File: config.mk
export PLATFORM = sky130hd
export DESIGN_NAME = booth4_mul
export DESIGN_NICKNAME = d
export VERILOG_FILES = /design/src/rtl/booth4_pkg.sv /design/src/rtl/booth4_sel.sv /design/src/rtl/booth4_mul.sv
export SDC_FILE = /design/constraint.sdc
export NUM_CORES = 1
export LEC_CHECK = 0
export BUFFER_PORTS_ARGS = -buffer_cell sky130_fd_sc_hd__buf_2
export CAP_MARGIN = 20
export CORE_MARGIN = 5
export CORE_UTILIZATION = 52
export DETAILED_ROUTE_END_ITERATION = 8
export HOLD_SLACK_MARGIN = 0.05
export PLACE_DENSITY_LB_ADDON = 0.05
export RECOVER_POWER = 100
export REMOVE_ABC_BUFFERS = 1
export SLEW_MARGIN = 10
export SYNTH_ARGS = -nofsm -noshare
export SYNTH_HDL_FRONTEND = slang
export SYNTH_SLANG_ARGS = --single-unit
File: constraint.sdc
create_clock -name clk -period 2.8 [get_ports clk]
set_clock_uncertainty 0.05 [all_clocks]
set_input_delay 0.84 -clock clk [delete_from_list [all_inputs] [get_ports clk]]
set_output_delay 0.84 -clock clk [all_outputs]
set_load 0.05 [all_outputs]
File: src/rtl/booth4_pkg.sv
// Shared arithmetic-unit definitions: FSM state codes and the signed-digit
// encoding used by both the Booth multiplier and the SRT4 divider.
package booth4_pkg;

  typedef enum logic [2:0] {
    ST_IDLE = 3'b000,
    ST_WORK = 3'b001,
    ST_DONE = 3'b010
  } state_t;

  // Digit magnitude; the sign travels separately as 'neg'.
  typedef enum logic [1:0] {
    MAG_ZERO = 2'b00,
    MAG_ONE  = 2'b01,
    MAG_TWO  = 2'b10
  } mag_t;

  typedef struct packed {
    logic neg;
    mag_t mag;
  } digit_t;

endpackage

File: src/rtl/booth4_sel.sv
// Radix-4 Booth recoder: maps a multiplier bit triplet to a signed digit
// in {-2,-1,0,+1,+2}, expressed as sign plus magnitude.
module booth4_sel
  import booth4_pkg::*;
(
  input  logic [2:0] triplet,
  output logic       neg,
  output logic [1:0] mag
);

  digit_t digit;

  always_comb begin
    digit = '{neg: 1'b0, mag: MAG_ZERO};
    case (triplet)
      3'b001, 3'b010: digit = '{neg: 1'b0, mag: MAG_ONE};
      3'b011:         digit = '{neg: 1'b0, mag: MAG_TWO};
      3'b100:         digit = '{neg: 1'b1, mag: MAG_TWO};
      3'b101, 3'b110: digit = '{neg: 1'b1, mag: MAG_ONE};
      default:        digit = '{neg: 1'b0, mag: MAG_ZERO};
    endcase
  end

  assign neg = digit.neg;
  assign mag = digit.mag;

endmodule

File: src/rtl/booth4_mul.sv
// Sequential radix-4 Booth multiplier, one digit per cycle, with a
// valid/ready handshake shared with the SRT4 divider.
module booth4_mul
  import booth4_pkg::*;
#(
  parameter int WID = 8
) (
  input  logic               clk,
  input  logic               rst,
  input  logic [WID-1:0]     multiplicand,
  input  logic [WID-1:0]     multiplier,
  input  logic               sgn,
  input  logic               valid,
  output logic               busy,
  output logic               ready,
  output logic [2*WID-1:0]   product
);

  localparam int N  = WID / 2 + 1;
  localparam int CW = (N > 1) ? $clog2(N) : 1;

  state_t            state;
  state_t            next_state;
  logic [CW-1:0]     cnt;
  logic [WID+1:0]    m_reg;
  logic [WID+1:0]    acc_hi;
  logic [WID+2:0]    breg;

  logic              neg;
  logic [1:0]        mag;
  logic [WID+1:0]    addend;
  logic [WID+1:0]    addend_sel;
  logic [WID+1:0]    sum;
  logic [WID+1:0]    acc_next;
  logic [WID+2:0]    breg_next;
  logic [2*WID-1:0]  prod_next;
  logic [WID+1:0]    m_ext;
  logic [WID+1:0]    b_ext;
  logic              zero_op;

  assign m_ext   = sgn ? {{2{multiplicand[WID-1]}}, multiplicand} : {2'b00, multiplicand};
  assign b_ext   = sgn ? {{2{multiplier[WID-1]}}, multiplier} : {2'b00, multiplier};
  assign zero_op = (multiplicand == '0) || (multiplier == '0);

  booth4_sel u_sel (
    .triplet (breg[2:0]),
    .neg     (neg),
    .mag     (mag)
  );

  // Shift-add step; negation is the inverted addend plus a carry-in of 1.
  always_comb begin
    addend = '0;
    case (mag)
      MAG_ONE: addend = m_reg;
      MAG_TWO: addend = {m_reg[WID:0], 1'b0};
      default: addend = '0;
    endcase
    addend_sel = neg ? ~addend : addend;
    sum        = acc_hi + addend_sel + {{(WID+1){1'b0}}, neg};
    acc_next   = {{2{sum[WID+1]}}, sum[WID+1:2]};
    breg_next  = {sum[1:0], breg[WID+2:2]};
    prod_next  = {acc_next[WID-3:0], breg_next[WID+2:1]};
  end

  always_comb begin
    next_state = ST_IDLE;
    case (state)
      ST_IDLE: begin
        if (valid) next_state = zero_op ? ST_DONE : ST_WORK;
        else       next_state = ST_IDLE;
      end
      ST_WORK: next_state = (cnt == '0) ? ST_DONE : ST_WORK;
      ST_DONE: next_state = ST_IDLE;
      default: next_state = ST_IDLE;
    endcase
  end

  // The product register loads on the edge entering DONE so it is already
  // valid while ready is high, then holds until the next result.
  always_ff @(posedge clk) begin
    if (!rst) begin
      state   <= ST_IDLE;
      cnt     <= '0;
      m_reg   <= '0;
      acc_hi  <= '0;
      breg    <= '0;
      product <= '0;
    end else begin
      state <= next_state;
      case (state)
        ST_IDLE: begin
          if (valid) begin
            acc_hi <= '0;
            cnt    <= CW'(N - 1);
            if (zero_op) begin
              m_reg   <= '0;
              breg    <= '0;
              product <= '0;
            end else begin
              m_reg <= m_ext;
              breg  <= {b_ext, 1'b0};
            end
          end
        end
        ST_WORK: begin
          acc_hi <= acc_next;
          breg   <= breg_next;
          if (cnt == '0) product <= prod_next;
          else           cnt     <= cnt - 1'b1;
        end
        default: ;
      endcase
    end
  end

  assign busy  = (state == ST_WORK) || (state == ST_DONE);
  assign ready = (state == ST_DONE);

endmodule

==> results.py, run 1 <==
metrics = {
    "synth": {
        "ys.flop_type": "dfxtp_1",
        "netlist.area_leader.share": 0.354,
        "synth_compound_area_frac": 0.237,
        "yosys-top-cells-count": "dfxtp_1, nand2_1, nand3_1",
        "yosysSeqAreaShare": 0.354,
        "synthMuxAreaShare": 0.00406,
        "synthXorXnorAreaFrac": 0.0600,
        "synthAdderAreaFrac": 0.0749,
        "syn_area_sq_um": 2770,
        "synth_edf_count": 0,
        "yosys-top-cells-area": "dfxtp_1, a21boi_0, ha_1",
        "ys.warnings.count": 0,
        "synthCells": 333,
        "avgSynthCellArea_sq_um": 8.33,
        "synth_seq_cells": 49,
        "ys_types": 41,
        "synth.most_common_cell": "dfxtp_1",
        "synth_area_leader_cell": "dfxtp_1",
        "synth_top_family_by_area": "compound AO/OA/AOI/OAI gates",
        "async_reset_ff_frac": 0,
        "synth_simple_gate_area_share": 0.214,
    },
    "route": {
        "vias": 2476,
        "wl_um": 6420,
        "dr.pass1.iters": 4,
        "drt-wirelength-per-cell_um": 14.2,
        "routed_via_density": 5.47,
        "drc": 0,
        "antenna_left": 0,
        "drt_first_iter_violations": 95,
    },
    "critical_path": {
        "cp_max_fo": 5,
        "worstPathCellList": "nand2b_4, o22a_4, ha_4, a22oi_2, nor2_4, xor2_2, ha_1, nand4_1, a2bb2oi_2, a31oi_4, a21oi_2, or4b_1, nand3_1",
        "crit_type": "reg -> reg",
        "reg2reg_slack_ns": -0.12,
        "cp-end-kind": "flip-flop",
        "cp.required_ns": 2.99,
        "regToRegEndpoint": "product[15]",
        "cpPeakStageDelay_ns": 0.50,
        "cpMaxStageDelayCell": "or4b_1",
        "reg2reg_depth": 13,
        "crit_arrival_ns": 3.11,
        "rr_startpoint": "breg[1]",
        "startpoint_type": "flip-flop",
    },
    "global_routing": {
        "grt-ovfl-total": 0,
        "grt_pass1_vias": 2377,
        "grt_antenna_before_repair": 0,
        "grt_pass1_wl_um": 10800,
        "grt_max_degree": 26,
        "grt_usage": 0.187,
    },
    "timing": {
        "min_period_over_period": 1.04,
        "maxSlewHeadroom": 0.534,
        "timing.fmax_mhz": 342,
        "hold_violations": 0,
        "setup_slack_ns": -0.120,
        "tns_ns": -0.394,
        "worstMarginPinSlew_ns": 0.699,
        "rsz0062_at_grt": "yes",
        "slew_violations": 0,
        "min_period_ns": 2.92,
        "setup_viol": 6,
    },
    "finish": {
        "drive_gt1_frac": 0.201,
        "layout.nets": 418,
        "antennaDiodeCount": 0,
        "fillers": 486,
        "syn_to_final_growth_pct": 19.3,
        "fin_cells": 453,
        "largest_register_ffs": 16,
    },
    "placement": {
        "io_buffers": 37,
        "hpwl_um": 4600,
        "place_inst": 441,
        "globalplace.congestion": 0.886,
    },
    "power_and_ir_drop": {
        "p_leak_nw": 1.29,
        "power.density_nw_per_um2": 476,
        "vdd_drop_max_v": 0.000356,
        "p_comb_frac": 0.256,
        "p_seq_frac": 0.483,
        "clock_power_share": 0.261,
        "switching_share": 0.315,
        "intPower_mw": 1.08,
        "p_sw_mw": 0.495,
    },
    "clock_network": {
        "cts_root_buffer": "clkbuf_8",
        "cts_inserted_buffers": 5,
        "clkTransAtPathRegs_ns": 0.09,
        "cts_buffer_depth": 2,
        "insertion_delay_ns": 0.30,
        "hold_buffers": 0,
        "cts_tree": "built",
        "htree_levels": 2,
        "clock-sinks": 49,
    },
    "min_path": {
        "hold_path.class": "reg -> reg",
        "hp-start": "product[13]",
        "hold_end": "product[13]",
        "holdPathStages": 2,
    },
    "die": {
        "die-area_sq_um": 6890,
        "fp.dieW_um": 83.0,
        "fp.coreArea_sq_um": 5140,
        "die_y_um": 83.0,
        "ios": 38,
        "start_util": 0.539,
        "placementRows": 26,
    },
    "outcome": {
        "violations": "setup timing",
        "status": "finished, violations left",
    },
    "flow_run": {
        "cap_violations": 0,
    },
}
how the worst max path moves through the flow:
stage               startpoint           to  slack (ns)  cells after the start
global placement       breg[1]  product[15]       -0.18                     14
detailed placement     breg[1]    acc_hi[4]       -0.22                     13
global route           breg[1]  product[15]       -0.26                     13
finish                 breg[1]  product[15]       -0.12                     13
floorplan              breg[1]    acc_hi[4]       -0.23                     13
CTS                    breg[1]  product[15]       -0.14                     14
per-stage QoR:
step	util	hold slack [ns]	setup WS [ns]	cell area, sq um	power [mW]
2_1_floorplan	-	0.382	-0.229	2660	0.998
3_3_place_gp	0.602	0.398	-0.178	3090	1.13
3_5_place_dp	0.602	0.399	-0.216	3090	1.13
4_1_cts	0.634	0.406	-0.136	3260	1.56
5_1_grt	0.644	0.435	-0.263	3310	1.66
6_report	0.644	0.403	-0.120	3310	1.57
critical path: cells and delay by family, from the launching register on:
family | cells | cell delay, ns
AO/OA/AOI/OAI | 5 | 0.87
XOR/XNOR | 1 | 0.16
adder cells (fa/ha/maj) | 2 | 0.49
flip-flops | 1 | 0.38
AND/OR/NAND/NOR | 5 | 0.89
layout by cell type (no fill, tap or decap), drive strengths merged, types with 10 or more instances in the layout:
cell | synthesis | routed
a21boi | 32 | 32
buf | 6 | 43
clkbuf | 14 | 27
dfxtp | 49 | 49
ha | 15 | 15
inv | 10 | 10
nand2 | 49 | 49
nand3 | 35 | 35
nor2 | 22 | 22
o21ai | 18 | 18
xor2 | 11 | 11
logic make-up after synthesis:
logic type / count (synthesis)
AND/OR/NAND/NOR: 127
AO/OA/AOI/OAI: 90
flip-flops: 49
buffers and inverters: 31
XOR/XNOR: 19
adder cells (fa/ha/maj): 16
multiplexers: 1
power by group through the flow:
stage | Combinational [mW] | Sequential (mW) | Clock, mW
floorplan | 0.229 | 0.769 | 0
global placement | 0.356 | 0.771 | 0
detailed placement | 0.360 | 0.772 | 0
CTS | 0.377 | 0.757 | 0.424
global route | 0.446 | 0.765 | 0.453
finish | 0.403 | 0.760 | 0.410
layout make-up:
type,count,area (sq um),area share
Multi-Input combinational cell,253,1750,0.530
Sequential cell,49,988,0.299
Timing Repair Buffer,63,358,0.108
Tap cell,70,87.6,0.0265
Clock buffer,7,76.3,0.0231
Inverter,10,37.5,0.0113
Clock inverter,1,7.51,0.00227
metal layers:
layer	up-vias	global-route usage	part of all wire
met5	-	0	0
met4	0	0.0550	0.0087
met3	5	0.0347	0.040
met2	51	0.321	0.49
met1	1155	0.237	0.46
li1	1265	-	-
timing repair:
item / in CTS / in global routing
pin swaps: 15 / 15
setup endpoints to repair: 10 / 12
setup buffers: 3 / 2
resized for setup: 19 / 18
endpoints found under the hold margin: 0 / 0
Power figures use the tool's default switching activity.
==> run 2, diff against run 1 <==
Settings changed: CORE_UTILIZATION 52 to 55.
Clock period 2.8 ns to 3 ns, I/O delays scaled along.
==> run 2 against run 1 <==
  * The run now ends clean
  * Critical path depth unchanged
  * First-iteration DRC count decreased by 24%
  * Total power decreased by 7.4%
  * Die area decreased by 4.8%
  * Clock-buffer cell count decreased by 2
  * Final cell count decreased by 1.3%
  * Design area about the same
==> results.py, run 2 (synthesis results as in run 1) <==
metrics = {
    "die": {
        "placementRows": 25,
        "fp.dieW_um": 81,
        "die-area_sq_um": 6560,
        "ios": 38,
        "die_y_um": 81,
        "start_util": 0.576,
        "fp.coreArea_sq_um": 4820,
    },
    "timing": {
        "slew_violations": 0,
        "worstMarginPinSlew_ns": 0.639,
        "hold_violations": 0,
        "min_period_ns": 3.00,
        "setup_viol": 0,
        "setup_slack_ns": 0.00143,
        "timing.fmax_mhz": 333,
        "min_period_over_period": 1.00,
        "rsz0062_at_grt": "yes",
        "maxSlewHeadroom": 0.574,
    },
    "route": {
        "drt-wirelength-per-cell_um": 14.5,
        "wl_um": 6460,
        "antenna_left": 0,
        "routed.top_layer": "met4",
        "drt_first_iter_violations": 72,
        "vias": 2473,
        "routed_via_density": 5.53,
        "met3_length_um": 398,
        "dr.pass1.iters": 4,
        "drc": 0,
        "met2_length_um": 3160,
        "drt-met1-wl_um": 2830,
    },
    "finish": {
        "postLayoutCoreUtil": 0.686,
        "fillers": 421,
        "layout.nets": 417,
        "largest_register_ffs": 16,
        "antennaDiodeCount": 0,
        "drive_gt1_frac": 0.205,
        "syn_to_final_growth_pct": 19.2,
        "design_area_sq_um": 3310,
        "layout_common_cells": "nand2_1, dfxtp_1, nand3_1",
        "final_common_cell": "nand2_1",
    },
    "critical_path": {
        "cp.required_ns": 3.20,
        "reg2reg_depth": 13,
        "regToRegEndpoint": "product[15]",
        "crit_type": "reg -> reg",
        "startpoint_type": "flip-flop",
        "rr_startpoint": "breg[0]",
        "crit_arrival_ns": 3.19,
        "critPathLaunch": "breg[0]",
        "cpMaxStageDelayCell": "or4b_1",
        "worstPathCellList": "nand2_2, o22a_4, ha_4, a22oi_2, nor2_4, xor2_1, ha_1, and2_4, nand4_1, a31oi_4, a21oi_2, or4b_1, nand3_1",
        "cp_max_fo": 5,
        "crit_family": "simple AND/OR/NAND/NOR gates",
        "reg2reg_slack_ns": 0.001,
        "cp-end-kind": "flip-flop",
        "crit_buf_inv": 0,
        "cpPeakStageDelay_ns": 0.50,
    },
    "placement": {
        "dpl_worst_slack_ns": -0.0725,
        "globalplace.congestion": 0.819,
        "hpwl_um": 4670,
        "dpl-instance-area_sq_um": 3070,
        "io_buffers": 37,
    },
    "min_path": {
        "hp-start": "product[14]",
        "hold_path.class": "reg -> reg",
        "holdPathStages": 2,
        "hold_end": "product[14]",
    },
    "global_routing": {
        "grt_pass1_vias": 2224,
        "grt_antenna_before_repair": 0,
        "grt_max_degree": 25,
        "grt_pass1_wl_um": 10400,
        "grt_usage": 0.203,
        "grt-ovfl-total": 0,
    },
    "clock_network": {
        "cts_root_buffer": "clkbuf_8",
        "cts_inserted_buffers": 5,
        "insertion_delay_ns": 0.30,
        "clkTransAtPathRegs_ns": 0.08,
        "clock-sinks": 49,
        "hold_buffers": 0,
        "htree_levels": 2,
        "cts_buffer_depth": 2,
        "cts_tree": "built",
    },
    "power_and_ir_drop": {
        "p_leak_nw": 1.29,
        "power_mw": 1.46,
        "power.density_nw_per_um2": 441,
        "vdd_drop_max_v": 0.000401,
    },
    "outcome": {
        "status": "finished clean",
    },
    "flow_run": {
        "cap_violations": 0,
    },
}
==> run 2: changes by cell type in the layout (fill, tap and decap cells not counted), sizes merged <==
cell,previous run,this run
buf,43,42
clkbuf,27,25
clkinv,0,1
clkinvlp,1,0
==> run 2: area by class of cell <==
| cell class | count | area (sq um) | area share |
|---|---|---|---|
| Sequential cell | 49 | 990 | 0.299 |
| Timing Repair Buffer | 62 | 363 | 0.110 |
| Inverter | 10 | 37.5 | 0.0114 |
| Multi-Input combinational cell | 253 | 1760 | 0.532 |
| Tap cell | 67 | 83.8 | 0.0254 |
| Clock inverter | 1 | 5.00 | 0.00151 |
| Clock buffer | 5 | 68.8 | 0.0208 |
==> run 2: what timing repair did <==
action                     4_1_cts  5_1_grt
setup endpoints to repair        8       10
cloned                           0        0
gates resized for setup          7       26
setup buffers                    1        5
pin swaps                        4       13
==> run 2: metal layers <==
layer / global-route usage / up-vias
li1: - / 1257
met4: 0.0676 / 0
met1: 0.267 / 1131
met3: 0.0388 / 8
met5: 0 / -
met2: 0.334 / 77
==> run 2: worst min-delay path, cell delays in order (launching register included) <==
cell      delay (ns)
dfxtp_1         0.31
nand2_1         0.05
a21boi_1        0.05
==> run 2: worst max path at each step <==
| stage | endpoint | slack, ns | depth (start not counted) |
|---|---|---|---|
| finish | product[15] | 0.001 | 13 |
| global route | product[15] | -0.1 | 13 |
| CTS | product[15] | -0.04 | 14 |
| detailed placement | product[15] | -0.07 | 14 |
| global placement | product[15] | 0.01 | 13 |
| floorplan | acc_hi[4] | -0.03 | 13 |
==> run 2: metrics by stage <==
| stage | hold WS (ns) | setup TNS [ns] | instances |
|---|---|---|---|
| floorplan | 0.382 | -0.0473 | 312 |
| global placement | 0.397 | 0 | 435 |
| detailed placement | 0.404 | -0.150 | 435 |
| CTS | 0.415 | -0.0439 | 442 |
| global route | 0.429 | -0.414 | 447 |
| finish | 0.405 | 0 | 447 |
==> run 2: power breakdown <==
group          internal (mW)  total, mW  switching [mW]
Sequential             0.682      0.710          0.0283
Clock                  0.154      0.361           0.207
Combinational          0.164      0.386           0.221
Total                   1.00       1.46           0.457
